File: src/rtl/mem_access_master_if.sv
// Request/response handshake plus word-memory strobe bus for mem_access_master.
// The master modport is the initiator's view; slave is the CPU/memory side.
interface mem_access_master_if #(
    parameter int ADDR_W = 28,
    parameter int DATA_W = 32
);
    // CPU-side request channel
    logic              req_valid;
    logic              req_ready;
    logic [1:0]        req_op;
    logic [ADDR_W-1:0] req_addr;
    logic [DATA_W-1:0] req_wdata;

    // CPU-side response channel
    logic              rsp_valid;
    logic              rsp_ready;
    logic [DATA_W-1:0] rsp_rdata;
    logic              rsp_err;
    logic              busy;

    // Memory-side strobes and data
    logic [ADDR_W-1:0] mem_address;
    logic [DATA_W-1:0] mem_data;
    logic              mem_wr;
    logic              mem_rd;
    logic              mem_rst;
    logic [DATA_W-1:0] mem_data1;

    modport master (
        input  req_valid, req_op, req_addr, req_wdata, rsp_ready, mem_data1,
        output req_ready, rsp_valid, rsp_rdata, rsp_err, busy,
        output mem_address, mem_data, mem_wr, mem_rd, mem_rst
    );

    modport slave (
        output req_valid, req_op, req_addr, req_wdata, rsp_ready, mem_data1,
        input  req_ready, rsp_valid, rsp_rdata, rsp_err, busy,
        input  mem_address, mem_data, mem_wr, mem_rd, mem_rst
    );
endinterface

File: src/rtl/mem_access_master.sv
// Initiator for the 256x32 word memory: takes one load/store/clear request at
// a time, drives a single one-hot strobe for a fixed number of cycles and
// returns one response. Reserved ops and out-of-range addresses short-circuit
// straight to an error response without touching the memory.
module mem_access_master #(
    parameter int ADDR_W    = 28,
    parameter int DATA_W    = 32,
    parameter int MEM_DEPTH = 256,
    parameter int RD_CYCLES = 1,
    parameter int WR_CYCLES = 1
) (
    input  logic clk,
    input  logic rst_n,
    mem_access_master_if.master bus
);
    typedef enum logic [1:0] {IDLE, ACCESS, RESP} state_t;

    localparam logic [1:0] OP_READ  = 2'b00;
    localparam logic [1:0] OP_WRITE = 2'b01;
    localparam logic [1:0] OP_CLEAR = 2'b10;
    localparam logic [1:0] OP_RSVD  = 2'b11;

    // Counter only needs to reach the longer of the two strobe lengths minus one.
    localparam int MAX_CYC = (RD_CYCLES > WR_CYCLES) ? RD_CYCLES : WR_CYCLES;
    localparam int CNT_W   = (MAX_CYC > 1) ? $clog2(MAX_CYC) : 1;
    localparam logic [CNT_W-1:0] RD_LAST = CNT_W'(RD_CYCLES - 1);
    localparam logic [CNT_W-1:0] WR_LAST = CNT_W'(WR_CYCLES - 1);

    // One extra bit so a depth equal to 2**ADDR_W still compares correctly.
    localparam logic [ADDR_W:0] DEPTH_LIM = (ADDR_W + 1)'(MEM_DEPTH);

    state_t            state_reg, state_next;
    logic [CNT_W-1:0]  cnt_reg;
    logic [1:0]        op_reg;
    logic [ADDR_W-1:0] addr_reg;
    logic [DATA_W-1:0] wdata_reg;
    logic [DATA_W-1:0] rdata_reg;
    logic              err_reg;

    logic              accept;
    logic              req_bad;
    logic              last_cyc;

    // Accept/error decode and next-state logic; strobes decode from the
    // registered state so an asynchronous reset removes them immediately.
    always_comb begin
        state_next = state_reg;
        accept     = bus.req_valid && (state_reg == IDLE);
        req_bad    = (bus.req_op == OP_RSVD) || ({1'b0, bus.req_addr} >= DEPTH_LIM);
        last_cyc   = (cnt_reg == ((op_reg == OP_READ) ? RD_LAST : WR_LAST));

        case (state_reg)
            IDLE:    if (accept)        state_next = req_bad ? RESP : ACCESS;
            ACCESS:  if (last_cyc)      state_next = RESP;
            RESP:    if (bus.rsp_ready) state_next = IDLE;
            default:                    state_next = IDLE;
        endcase

        // Ready is held low while reset is asserted even though state is IDLE.
        bus.req_ready   = (state_reg == IDLE) && rst_n;
        bus.rsp_valid   = (state_reg == RESP);
        bus.busy        = (state_reg != IDLE);
        bus.mem_rd      = (state_reg == ACCESS) && (op_reg == OP_READ);
        bus.mem_wr      = (state_reg == ACCESS) && (op_reg == OP_WRITE);
        bus.mem_rst     = (state_reg == ACCESS) && (op_reg == OP_CLEAR);
        bus.mem_address = addr_reg;
        bus.mem_data    = wdata_reg;
        bus.rsp_rdata   = rdata_reg;
        bus.rsp_err     = err_reg;
    end

    // FSM state register.
    always_ff @(posedge clk or negedge rst_n) begin
        if (!rst_n) begin
            state_reg <= IDLE;
        end else begin
            state_reg <= state_next;
        end
    end

    // Request latch, strobe-length counter and read-data capture.
    always_ff @(posedge clk or negedge rst_n) begin
        if (!rst_n) begin
            cnt_reg   <= '0;
            op_reg    <= OP_READ;
            addr_reg  <= '0;
            wdata_reg <= '0;
            rdata_reg <= '0;
            err_reg   <= 1'b0;
        end else if (accept) begin
            cnt_reg   <= '0;
            op_reg    <= bus.req_op;
            addr_reg  <= bus.req_addr;
            wdata_reg <= bus.req_wdata;
            rdata_reg <= '0;
            err_reg   <= req_bad;
        end else if (state_reg == ACCESS) begin
            if (last_cyc) begin
                cnt_reg <= '0;
                if (op_reg == OP_READ) begin
                    rdata_reg <= bus.mem_data1;
                end
            end else begin
                cnt_reg <= cnt_reg + 1'b1;
            end
        end
    end
endmodule

File: src/flat_wrapper.sv
// flat-port wrapper written by rule: the top's interface ports become plain ports
module mem_access_master_flat 
#(
    parameter int ADDR_W    = 28,
    parameter int DATA_W    = 32,
    parameter int MEM_DEPTH = 256,
    parameter int RD_CYCLES = 1,
    parameter int WR_CYCLES = 1
)
  (clk, rst_n, bus_req_valid, bus_req_op, bus_req_addr, bus_req_wdata, bus_rsp_ready, bus_mem_data1, bus_req_ready, bus_rsp_valid, bus_rsp_rdata, bus_rsp_err, bus_busy, bus_mem_address, bus_mem_data, bus_mem_wr, bus_mem_rd, bus_mem_rst);
  mem_access_master_if #(.ADDR_W(ADDR_W), .DATA_W(DATA_W)) bus_i ();
  input  logic clk;
  input  logic rst_n;
  input wire logic [$bits(bus_i.req_valid)-1:0] bus_req_valid;
  input wire logic [$bits(bus_i.req_op)-1:0] bus_req_op;
  input wire logic [$bits(bus_i.req_addr)-1:0] bus_req_addr;
  input wire logic [$bits(bus_i.req_wdata)-1:0] bus_req_wdata;
  input wire logic [$bits(bus_i.rsp_ready)-1:0] bus_rsp_ready;
  input wire logic [$bits(bus_i.mem_data1)-1:0] bus_mem_data1;
  output wire logic [$bits(bus_i.req_ready)-1:0] bus_req_ready;
  output wire logic [$bits(bus_i.rsp_valid)-1:0] bus_rsp_valid;
  output wire logic [$bits(bus_i.rsp_rdata)-1:0] bus_rsp_rdata;
  output wire logic [$bits(bus_i.rsp_err)-1:0] bus_rsp_err;
  output wire logic [$bits(bus_i.busy)-1:0] bus_busy;
  output wire logic [$bits(bus_i.mem_address)-1:0] bus_mem_address;
  output wire logic [$bits(bus_i.mem_data)-1:0] bus_mem_data;
  output wire logic [$bits(bus_i.mem_wr)-1:0] bus_mem_wr;
  output wire logic [$bits(bus_i.mem_rd)-1:0] bus_mem_rd;
  output wire logic [$bits(bus_i.mem_rst)-1:0] bus_mem_rst;
  assign bus_i.req_valid = bus_req_valid;
  assign bus_i.req_op = bus_req_op;
  assign bus_i.req_addr = bus_req_addr;
  assign bus_i.req_wdata = bus_req_wdata;
  assign bus_i.rsp_ready = bus_rsp_ready;
  assign bus_i.mem_data1 = bus_mem_data1;
  assign bus_req_ready = bus_i.req_ready;
  assign bus_rsp_valid = bus_i.rsp_valid;
  assign bus_rsp_rdata = bus_i.rsp_rdata;
  assign bus_rsp_err = bus_i.rsp_err;
  assign bus_busy = bus_i.busy;
  assign bus_mem_address = bus_i.mem_address;
  assign bus_mem_data = bus_i.mem_data;
  assign bus_mem_wr = bus_i.mem_wr;
  assign bus_mem_rd = bus_i.mem_rd;
  assign bus_mem_rst = bus_i.mem_rst;
  mem_access_master #(.ADDR_W(ADDR_W), .DATA_W(DATA_W), .MEM_DEPTH(MEM_DEPTH), .RD_CYCLES(RD_CYCLES), .WR_CYCLES(WR_CYCLES)) u_core (.clk(clk), .rst_n(rst_n), .bus(bus_i));
endmodule
File: config.mk
export PLATFORM = sky130hd
export DESIGN_NAME = mem_access_master_flat
export DESIGN_NICKNAME = d
export VERILOG_FILES = /design/src/rtl/mem_access_master_if.sv /design/src/rtl/mem_access_master.sv /design/src/flat_wrapper.sv
export SDC_FILE = /design/constraint.sdc
export NUM_CORES = 1
export LEC_CHECK = 0
export ABC_AREA = 1
export CORE_ASPECT_RATIO = 0.9
export CORE_MARGIN = 1.5
export CORE_UTILIZATION = 44
export CTS_BUF_LIST = sky130_fd_sc_hd__clkbuf_4
export DETAILED_ROUTE_END_ITERATION = 10
export GPL_ROUTABILITY_DRIVEN = 0
export GPL_TIMING_DRIVEN = 0
export PLACE_DENSITY = 0.87
export SLEW_MARGIN = 40
export SYNTH_ARGS = -nofsm -noshare
export SYNTH_HDL_FRONTEND = slang
export SYNTH_SLANG_ARGS = --single-unit
File: constraint.sdc
create_clock -name clk -period 2.08 [get_ports clk]
set_input_delay 0.208 -clock clk [delete_from_list [all_inputs] [get_ports clk]]
set_output_delay 0.208 -clock clk [all_outputs]
set_load 0.01 [all_outputs]
; After elaboration in Yosys (flattened, before gate mapping)
; Cells that the tools add are included.
[totals]
regBits = 98
latch_bits = 0
rom_bits = 0
mem_count = 0
elab_cells = 43
ramBits = 0
out_inout_bits = 99
input_bits = 98
[classes]
n_mux = 12
n_reduce_logical = 13
n_div = 0
eq_ne = 9
add_sub_neg = 1
bitwise_logic = 0
n_mul = 0
order_cmp = 1
n_shift = 0
[op_table]
columns = operator, n
row1 = 32-bit two-way mux, 4
row2 = "28-bit by 9-bit >= comparator with 1-bit output, second input constant", 1
row3 = 2-bit two-way mux, 4
row4 = "2-bit equality test, second input constant", 3
row5 = "2-bit inequality test, second input constant", 3
row6 = 2-bit case mux with 3 select lines, 1
row7 = 3-bit AND reduction, 2
row8 = 2-bit nonzero test, 3
row9 = 1-bit logical AND, 5
row10 = "2-bit by 1-bit equality test with 1-bit output, second input constant", 2
row11 = 2-bit logical NOT, 2
row12 = 1-bit two-way mux, 3
row13 = "2-bit by 1-bit inequality test with 1-bit output, second input constant", 1
row14 = "1-bit adder, second input constant", 1
row15 = 1-bit logical OR, 1

; Depth between registers and ports, before layout
; Gate-level depths: netlist of the first run.
[logic_depth]
depth_word = 5
ltp_mapped = 7
ltp_nobuf = 6

; Worst setup path before layout of the first run
; Ideal clock, no wire load.
[synth_timing]
kind = reg2reg
startpoint = register u_core.state_reg[1]
endpoint = register u_core.err_reg, in the netlist u_core.bus.rsp_err
path_stages_with_launch = 7
period_less_slack_ps = 1150
n_path_buf = 2
setup_slack_ps = 930
setup_time_ps = 117
arrival_time_ps = 1033
t_required_ps = 1963
cell_sequence = dfrtp_1 > nor2_2 > nand2_4 > buf_6 > buf_2 > nand2_1 > nand2_1
[synth_via]
elab_chain_cells = 2
[synth_rtl]
columns = item, line
row1 = from (decl), mem_access_master.sv:32  ; state_t state_reg, state_next;
row2 = from (signal assigned), mem_access_master.sv:77  ; state_reg <= state_next;
row3 = 2-bit logical NOT, mem_access_master.sv:48  ; accept = bus.req_valid && (state_reg == IDLE);
row4 = 1-bit logical AND, mem_access_master.sv:48
row5 = to (signal assigned), mem_access_master.sv:96  ; err_reg <= req_bad;
row6 = to (decl), mem_access_master.sv:38  ; logic err_reg;
; Every way passes these cells.
; A chain may end at the register's enable or synchronous reset.

; Final worst setup path of the first run
[layout_timing]
startpoint = input rst_n
endpoint = output bus_req_ready
[layout_via]
elab_chain_cells = 1
[layout_rtl]
columns = item, line
row1 = from (decl), flat_wrapper.sv:13  ; input logic rst_n;
row2 = 1-bit logical AND, mem_access_master.sv:60  ; bus.req_ready = (state_reg == IDLE) && rst_n;
row3 = to (decl), flat_wrapper.sv:20  ; output wire logic [$bits(bus_i.req_ready)-1:0] bus_req_ready;
; Every way passes these cells.

==> results of run 1 <==
cell usage in the layout (no fill, tap or decap), drive strengths merged:
| master | count |
|---|---|
| nand2 | 256 |
| clkdlybuf4s50 | 191 |
| inv | 13 |
| clkinv | 3 |
| buf | 25 |
| dlygate4sd3 | 1 |
| dlymetal6s2s | 2 |
| nor2 | 17 |
| o21ai | 5 |
| clkinvlp | 2 |
| clkbuf | 13 |
| nor3 | 2 |
| nand3 | 34 |
| dlygate4sd2 | 2 |
| dfrtp | 97 |
cells by family after synthesis:
group                  after synthesis  synth area share [%]
and+or+nand+nor                    309                  31.7
DFF                                 97                  62.9
buffers and inverters               35                  4.83
AOI/OAI and AO/OA                    5                 0.648
through the flow:
step,TNS [ns],area (um^2),setup WS (ns)
2_1_floorplan,0,3860,0.930
3_3_place_gp,-266.50,5970,-2.80
3_5_place_dp,0,6000,0.308
4_1_cts,0,6140,0.00313
5_1_grt,0,6170,0.0536
6_report,0,6170,0.145
per-layer routing:
| layer | part of all wire [%] | vias up | GRT usage (%) |
|---|---|---|---|
| li1 | - | 1782 | - |
| met3 | 7.0 | 14 | 5.95 |
| met5 | 0 | - | 0 |
| met1 | 42 | 1727 | 29.2 |
| met4 | 1.7 | 0 | 7.87 |
| met2 | 49 | 125 | 39.1 |
report_power, final:
group	switching [mW]	internal, mW
clock network	0.601	0.270
registers	0.147	2.14
logic	0.570	0.736
final timing paths:
check	from	to	slack, ns	depth (start not counted)
min in group clk	bus_req_wdata[14]	u_core.bus.mem_data[14]	0.30	3
min reg2reg	u_core.bus.mem_data[20]	u_core.bus.mem_data[20]	0.50	2
min	rst_n	u_core.bus.mem_data[3]	0.21	2
max	rst_n	bus_req_ready	0.14	6
max reg2reg	u_core.state_reg[1]	u_core.bus.mem_address[27]	0.64	7
max in group asynchronous	rst_n	u_core.bus.mem_data[7]	1.36	3
cell type report:
cell class,instances,area [um^2],area share (%)
flip-flops and latches,97,2430,39.3
clock buffers,11,82.6,1.34
clock inverters,5,32.5,0.527
well taps,119,149,2.41
inverters,13,48.8,0.791
plain buffers,22,138,2.23
multi-input cells,314,1250,20.2
repair buffers,201,2050,33.2
timing repair:
| item | 4_1_cts | 5_1_grt |
|---|---|---|
| gates cloned | 0 | 1 |
| endpoints found under the hold margin | 97 | 0 |
| setup buffers | 2 | 0 |
| resized for setup | 2 | 2 |
| hold buffers | 1 | 0 |
| setup endpoints to repair | 2 | 3 |
==> results.md, run 1 <==
* Status: finished clean
* Least-Margin Pin Slew at 0.457 ns
* Ys async rst share at between 90% and 100%
* Antenna Violating Nets Remaining at 0
* Initial antenna violation count at 0
* Clk Latency, worst-skew pair at roughly 0.42 ns
* Placed cell count at around 760
* Area of the core at roughly 8500 um^2
* CTS Sinks at a little under 100
* F_max at between 500 and 600 MHz
* Top cells by area, synth: dfrtp_1, nand2_1, nand3_1
* Die Area at ~9300 um^2
* Yosys top cell area share at a little over three fifths
* Clk pin slew, worst setup/hold paths at around 0.15 ns
* Crit Path Class: in2out
* Worst ir drop on vdd at around 0.47 mV
* TritonCTS Buffers at 9
* Row cnt at 32
* Crit path time final at 1.94 ns
* Yosys reg bits at between 90 and 100
* # DRC at 0
* Delay-heaviest family, CP: buffers and inverters
* Pre-antenna DRT Iters at 4
* Ys Warns at 0
* Final design utilization at between 70% and 80%
* EDFF count, synth at 0
* Final hold vios at 0
* Fillcell total at 705
* Via count at around 3600
* Share of cells above drive strength 1 at 7.09%
* Area leader, netlist: dfrtp_1
* CTS root buf: clkbuf_4
* Slowest stage delay, CP at about 0.56 ns
* Initial core utilization at 45.3%
* Final wirelength at around 11 mm
* Pwr dens at 722 nW/um^2
* I/O Pins at 197
* Critical Path RT at about 1.9 ns
* Die W at approximately 100 um
* Overall Global Routing Usage at a little under a quarter
* Remaining Overflow, GRT at 0
* Top-count cell post-synth: nand2_1
* RSZ-0062 raised after global routing: no
* WHS at 0.206 ns
* Largest net degree at the start of global routing at 75
* Data arrival time of the critical path at roughly 1.7 ns
* Synth cell types at 15
* CTS tree: built
* Syn_nets at around 540
* Setup crit end kind: output port
* Layout Nets at between 700 and 800
* First-pass GRT wire length at 17.0 mm
* Post-synth top cells: nand2_1, dfrtp_1, nand3_1
* Sequential area share after synthesis at roughly 63%
* Leak pwr at 3.13 nW
* Die Span Y at roughly 92 um
* Total chip power at between 4 and 5 mW
* Antenna cells at 0
* Crit path max-delay cell type: dlygate4sd3_1
* Initial DRC count at 95
* Post-Syn Instances at approximately 450
* Routed WL per cell at roughly 14 um
* Syn Area/Cell at 8.66 um^2
* Buf+Inv Stages, Crit Path at 5
* Non-Filler Instances at roughly 800
* Period utilisation layout at between 90 and 100%
* P&R area growth vs syn at 59.9%
* Vias in the first global route at 3634
* Slew HR at 69.6%
* Final Skew at ~0.024 ns
* Vias per inst at around 4.7
* Clock Tree Buf Depth at 2
* Worst Hold Class: in2async
* Critical path, cell by cell: dlygate4sd3_1 > buf_8 > buf_16 > inv_1 > nor2_1 > dlygate4sd2_1
* Port Buf Inserts at 196
* Max-cap violations at 0
* Area of the mapped netlist at between 3000 and 4000 um^2
* Max Fanout on Critical Path at 37
* Slew Viols, Final at 0
* Setup violators final at 0
* Top_reg_cell synth: dfrtp_1
* Hpwl dp at a little over 8 mm
* H-tree depth at 3
* CP Launch Type: primary input
(Power assumes the default switching activity.)
==> run 2: changes to the inputs <==
--- a/config.mk
+++ b/config.mk
@@ -14,7 +14,6 @@
 export GPL_ROUTABILITY_DRIVEN = 0
 export GPL_TIMING_DRIVEN = 0
 export PLACE_DENSITY = 0.87
-export SLEW_MARGIN = 40
 export SYNTH_ARGS = -nofsm -noshare
 export SYNTH_HDL_FRONTEND = slang
 export SYNTH_SLANG_ARGS = --single-unit
==> results.md, run 2 (synthesis results as in run 1) <==
* Status: finished clean
* Hpwl dp at around 8 mm
* Final hold vios at 0
* Overall Global Routing Usage at between 20% and 30%
* Routed WL per cell at 13.8 um
* F_max at 524 MHz
* Max Fanout on Critical Path at 74
* Clock Tree Buf Depth at 2
* CTS root buf: clkbuf_4
* Setup violators final at 0
* Least-Margin Pin Slew at 0.460 ns
* Worst Hold Class: in2async
* Share of cells above drive strength 1 at 7.09%
* Dpl cell area at 6000 um^2
* Pre-antenna DRT Iters at 4
* Crit path time final at about 1.9 ns
* Clk Latency, worst-skew pair at roughly 0.42 ns
* Slew Viols, Final at 0
* Initial antenna violation count at 0
* FF-to-FF End: u_core.bus.mem_address[27]
* Setup crit end kind: output port
* Pwr dens at approximately 740 nW/um^2
* Antenna cells at 0
* Antenna Violating Nets Remaining at 0
* Busiest grt layer: met2
* R2r worst-path depth at 7
* Vias in the first global route at 3739
* Crit Path Class: in2out
* Final Skew at between 0.02 and 0.025 ns
* Die Span Y at 91.9 um
* TritonCTS Buffers at 9
* Area of the core at ~8500 um^2
* First-pass GRT wire length at about 17 mm
* TNS Setup at 0 ns
* Final instance area at between 6000 and 7000 um^2
* Initial core utilization at between 40% and 50%
* Final design utilization at roughly 72%
* CTS Sinks at 97
* Vias per inst at around 4.7
* Row cnt at 32
* Largest net degree at the start of global routing at 75
* Worst slack, placed at between 0.15 and 0.2 ns
* # DRC at 0
* Met1 GRT Util at between 20% and 30%
* Final wirelength at approximately 11 mm
* Period utilisation layout at approximately nine tenths
* Clk pin slew, worst setup/hold paths at around 0.15 ns
* GRT met2 Usage at 39.8%
* Met3 usage at about 6.3%
* Die W at slightly above 100 um
* Critical Path RT at ~1.9 ns
* Remaining Overflow, GRT at 0
* Max-cap violations at 0
* Layout Nets at 756
* Commonest non-fill, non-tap cell in the layout: nand2_1
* R2r startpoint: u_core.state_reg[1]
* Initial DRC count at between 150 and 200
* Most frequent cells in the layout: nand2_1, clkdlybuf4s50_1, dfrtp_1, nand3_1, nor2_1
* CTS tree: built
* P&R area growth vs syn at 60.0%
* Min setup slack post-route at 0.171 ns
* I/O Pins at 197
* CP Launch Type: primary input
* Reg2reg setup slack at 0.67 ns
* Die Area at between 9000 and 10000 um^2
* Via count at around 3700
* Port Buf Inserts at 196
* Data arrival time of the critical path at about 1.7 ns
* Worst ir drop on vdd at approximately 0.46 mV
* H-tree depth at 3
* Leak pwr at between 3 and 4 nW
* Slew HR at a little over two thirds
* RSZ-0062 raised after global routing: no
[run 2: report_power, final]
| group | switching (mW) | leakage [nW] | internal, mW |
|---|---|---|---|
| sequential | 0.145 | 1.25 | 2.14 |
| combinational | 0.568 | 1.81 | 0.734 |
| clock | 0.604 | 0.0698 | 0.373 |
[run 2: area by class of cell]
type                       count  area, um^2
buffer                        22         138
clock buffer                  10        75.1
clock inverter                 6        58.8
fill                         673        2350
inverter                      13        48.8
multi-input combinational    314        1250
sequential                    97        2430
tap                          119         149
timing repair buffer         201        2030
[run 2: what timing repair did]
item                                    in CTS  in global routing
hold endpoints to repair                    24                  0
hold buffers                                 2                  0
gates cloned                                 0                  0
gates resized for setup                      2                  2
buffers inserted                             2                  0
endpoints found under the setup margin       2                  2
[run 2: metal layers]
metal	share of wire (%)	vias up
li1	-	1784
met3	7.6	18
met5	0	-
met2	48	147
met4	2.1	0
met1	42	1713
[run 2: worst max-delay path: stages]
cell and delay, ns:
dlygate4sd3_1 0.55, buf_4 0.15, buf_16 0.31, inv_1 0.07, nor2_1 0.10, dlygate4sd2_1 0.27
[run 2: per-stage QoR]
stage / std cells / hold slack, ns / total power [mW]
floorplan: 446 / -0.0876 / 2.75
global placement: 761 / 0.461 / 3.57
detailed placement: 762 / 0.145 / 3.61
CTS: 782 / 0.250 / 4.59
global route: 782 / 0.273 / 4.81
finish: 782 / 0.300 / 4.56
[run 2: how the worst max path moves through the flow]
| stage | from | to | cells past startpoint |
|---|---|---|---|
| 2_1_floorplan | u_core.state_reg[1] | u_core.bus.rsp_err | 6 |
| 3_3_place_gp | rst_n | bus_req_ready | 4 |
| 3_5_place_dp | rst_n | bus_req_ready | 5 |
| 4_1_cts | u_core.state_reg[0] | bus_mem_rst | 5 |
| 5_1_grt | rst_n | bus_req_ready | 6 |
| 6_report | rst_n | bus_req_ready | 6 |
==> run 3: changes to the inputs <==
--- a/config.mk
+++ b/config.mk
@@ -7,13 +7,14 @@
 export LEC_CHECK = 0
 export ABC_AREA = 1
 export CORE_ASPECT_RATIO = 0.9
-export CORE_MARGIN = 1.5
 export CORE_UTILIZATION = 44
 export CTS_BUF_LIST = sky130_fd_sc_hd__clkbuf_4
 export DETAILED_ROUTE_END_ITERATION = 10
 export GPL_ROUTABILITY_DRIVEN = 0
 export GPL_TIMING_DRIVEN = 0
 export PLACE_DENSITY = 0.87
+export RECOVER_POWER = 25
 export SYNTH_ARGS = -nofsm -noshare
 export SYNTH_HDL_FRONTEND = slang
 export SYNTH_SLANG_ARGS = --single-unit
+export TNS_END_PERCENT = 50
==> results.md, run 3 (synthesis results as in run 1) <==
* Status: finished clean
* Leak pwr at roughly 3.2 nW
* Die Area at approximately 9000 um^2
* Final Skew at between 0.01 and 0.015 ns
* Max Fanout on Critical Path at 3
* Least-Margin Pin Slew at 1.32 ns
* Die W at ~100 um
* First-pass GRT wire length at around 18 mm
* Clk Latency, worst-skew pair at 0.42 ns
* R2r worst-path depth at 7
* Final wirelength at roughly 11 mm
* Critical Path RT at between 1.5 and 2 ns
* F_max at 542 MHz
* CTS root buf: clkbuf_4
* Share of cells above drive strength 1 at under 10%
* Antenna Violating Nets Remaining at 0
* Initial core utilization at 45.3%
* Remaining Overflow, GRT at 0
* Clock Tree Buf Depth at 2
* Hold depth at 3
* Max-cap violations at 0
* I/O Pins at approximately 200
* H-tree depth at 3
* Clk pin slew, worst setup/hold paths at ~0.15 ns
* Final hold vios at 0
* Layout Nets at 760
* RSZ-0062 raised after global routing: no
* Slew HR at roughly an eighth
* Largest net degree at the start of global routing at 60
* P&R area growth vs syn at 61.0%
* GRT met2 Usage at between 40% and 50%
* Area of the core at 8530 um^2
* Crit path time final at 1.85 ns
* TritonCTS Buffers at 9
* Setup crit end kind: output port
* CTS Sinks at 97
* WHS at 0.298 ns
* Antenna cells at 0
* Slew Viols, Final at 0
* Initial antenna violation count at 0
* Most frequent cells in the layout: nand2_1, clkdlybuf4s50_1, dfrtp_1, nand3_1, nor2_1
* Setup violators final at 0
* CP Launch Type: flip-flop
* Port Buf Inserts at approximately 200
* Routed WL per cell at 14.3 um
* Hpwl dp at ~8 mm
* Pwr dens at between 700 and 800 nW/um^2
* Period utilisation layout at around nine tenths
* CTS tree: built
* Via count at approximately 3700
* Commonest non-fill, non-tap cell in the layout: nand2_1
* Vias in the first global route at around 3700
* # DRC at 0
* Initial DRC count at 135
* Vias per inst at 4.69
* Worst ir drop on vdd at 0.548 mV
* Row cnt at 32
* Pre-antenna DRT Iters at 4
* Data arrival time of the critical path at around 1.6 ns
* Crit Path Class: reg2out
* Die Span Y at a little over 90 um
* Overall Global Routing Usage at around 26%
* Busiest grt layer: met2
* Total chip power at between 4 and 5 mW
* Met3 usage at ~7%
* Met1 GRT Util at between 30 and 40%
* Worst Hold Class: in2reg
-- run 3: cell type report --
cell class              count  area, um^2
plain buffers              22         130
clock buffers               9        67.6
clock inverters             6        83.8
fillers                   651        2310
inverters                  13        48.8
multi-input cells         314        1240
flip-flops and latches     97        2430
well taps                 119         149
repair buffers            205        2060
-- run 3: worst max-delay path: stages (launching register included) --
cell	delay, ns
dfrtp_1	0.42
buf_4	0.16
nor2_4	0.10
inv_1	0.07
clkdlybuf4s50_1	0.47
-- run 3: path summary, 6_finish.rpt --
kind                                         from                        to  slack, ns
max in group asynchronous                   rst_n   u_core.bus.mem_data[31]       0.30
min in group asynchronous                   rst_n  u_core.bus.rsp_rdata[16]       0.94
max                           u_core.state_reg[1]                  bus_busy       0.23
max reg2reg                   u_core.state_reg[1]   u_core.bus.mem_data[10]       0.30
min                             bus_req_wdata[25]   u_core.bus.mem_data[25]       0.30
min reg2reg                u_core.bus.mem_data[6]    u_core.bus.mem_data[6]       0.50
-- run 3: layer usage --
layer | part of all wire, % | up-vias
li1 | - | 1794
met1 | 41 | 1726
met2 | 50 | 139
met3 | 6.5 | 22
met4 | 2.2 | 0
met5 | 0 | -
-- run 3: repair_timing --
item	in CTS	in global routing
hold buffers	5	0
buffers inserted	3	0
pin swaps	0	0
endpoints found under the setup margin	1	3
hold endpoints to repair	38	0
resized for setup	1	4
-- run 3: metrics by stage --
stage / utilization, % / area (um^2) / setup WS [ns] / instances / setup TNS, ns
CTS: 73.4 / 6260 / -0.0180 / 785 / -0.0180
floorplan: - / 3860 / 0.930 / 446 / 0
detailed placement: 70.3 / 6000 / 0.124 / 762 / 0
global placement: 70.0 / 5970 / -2.79 / 761 / -267.13
global route: 72.9 / 6210 / 0.0658 / 785 / 0
finish: 72.9 / 6210 / 0.234 / 785 / 0
-- run 3: report_power, final --
| part | internal (mW) | total, mW | switching, mW |
|---|---|---|---|
| sequential | 2.13 | 2.27 | 0.138 |
| clock | 0.476 | 1.09 | 0.612 |
| combinational | 0.733 | 1.31 | 0.577 |
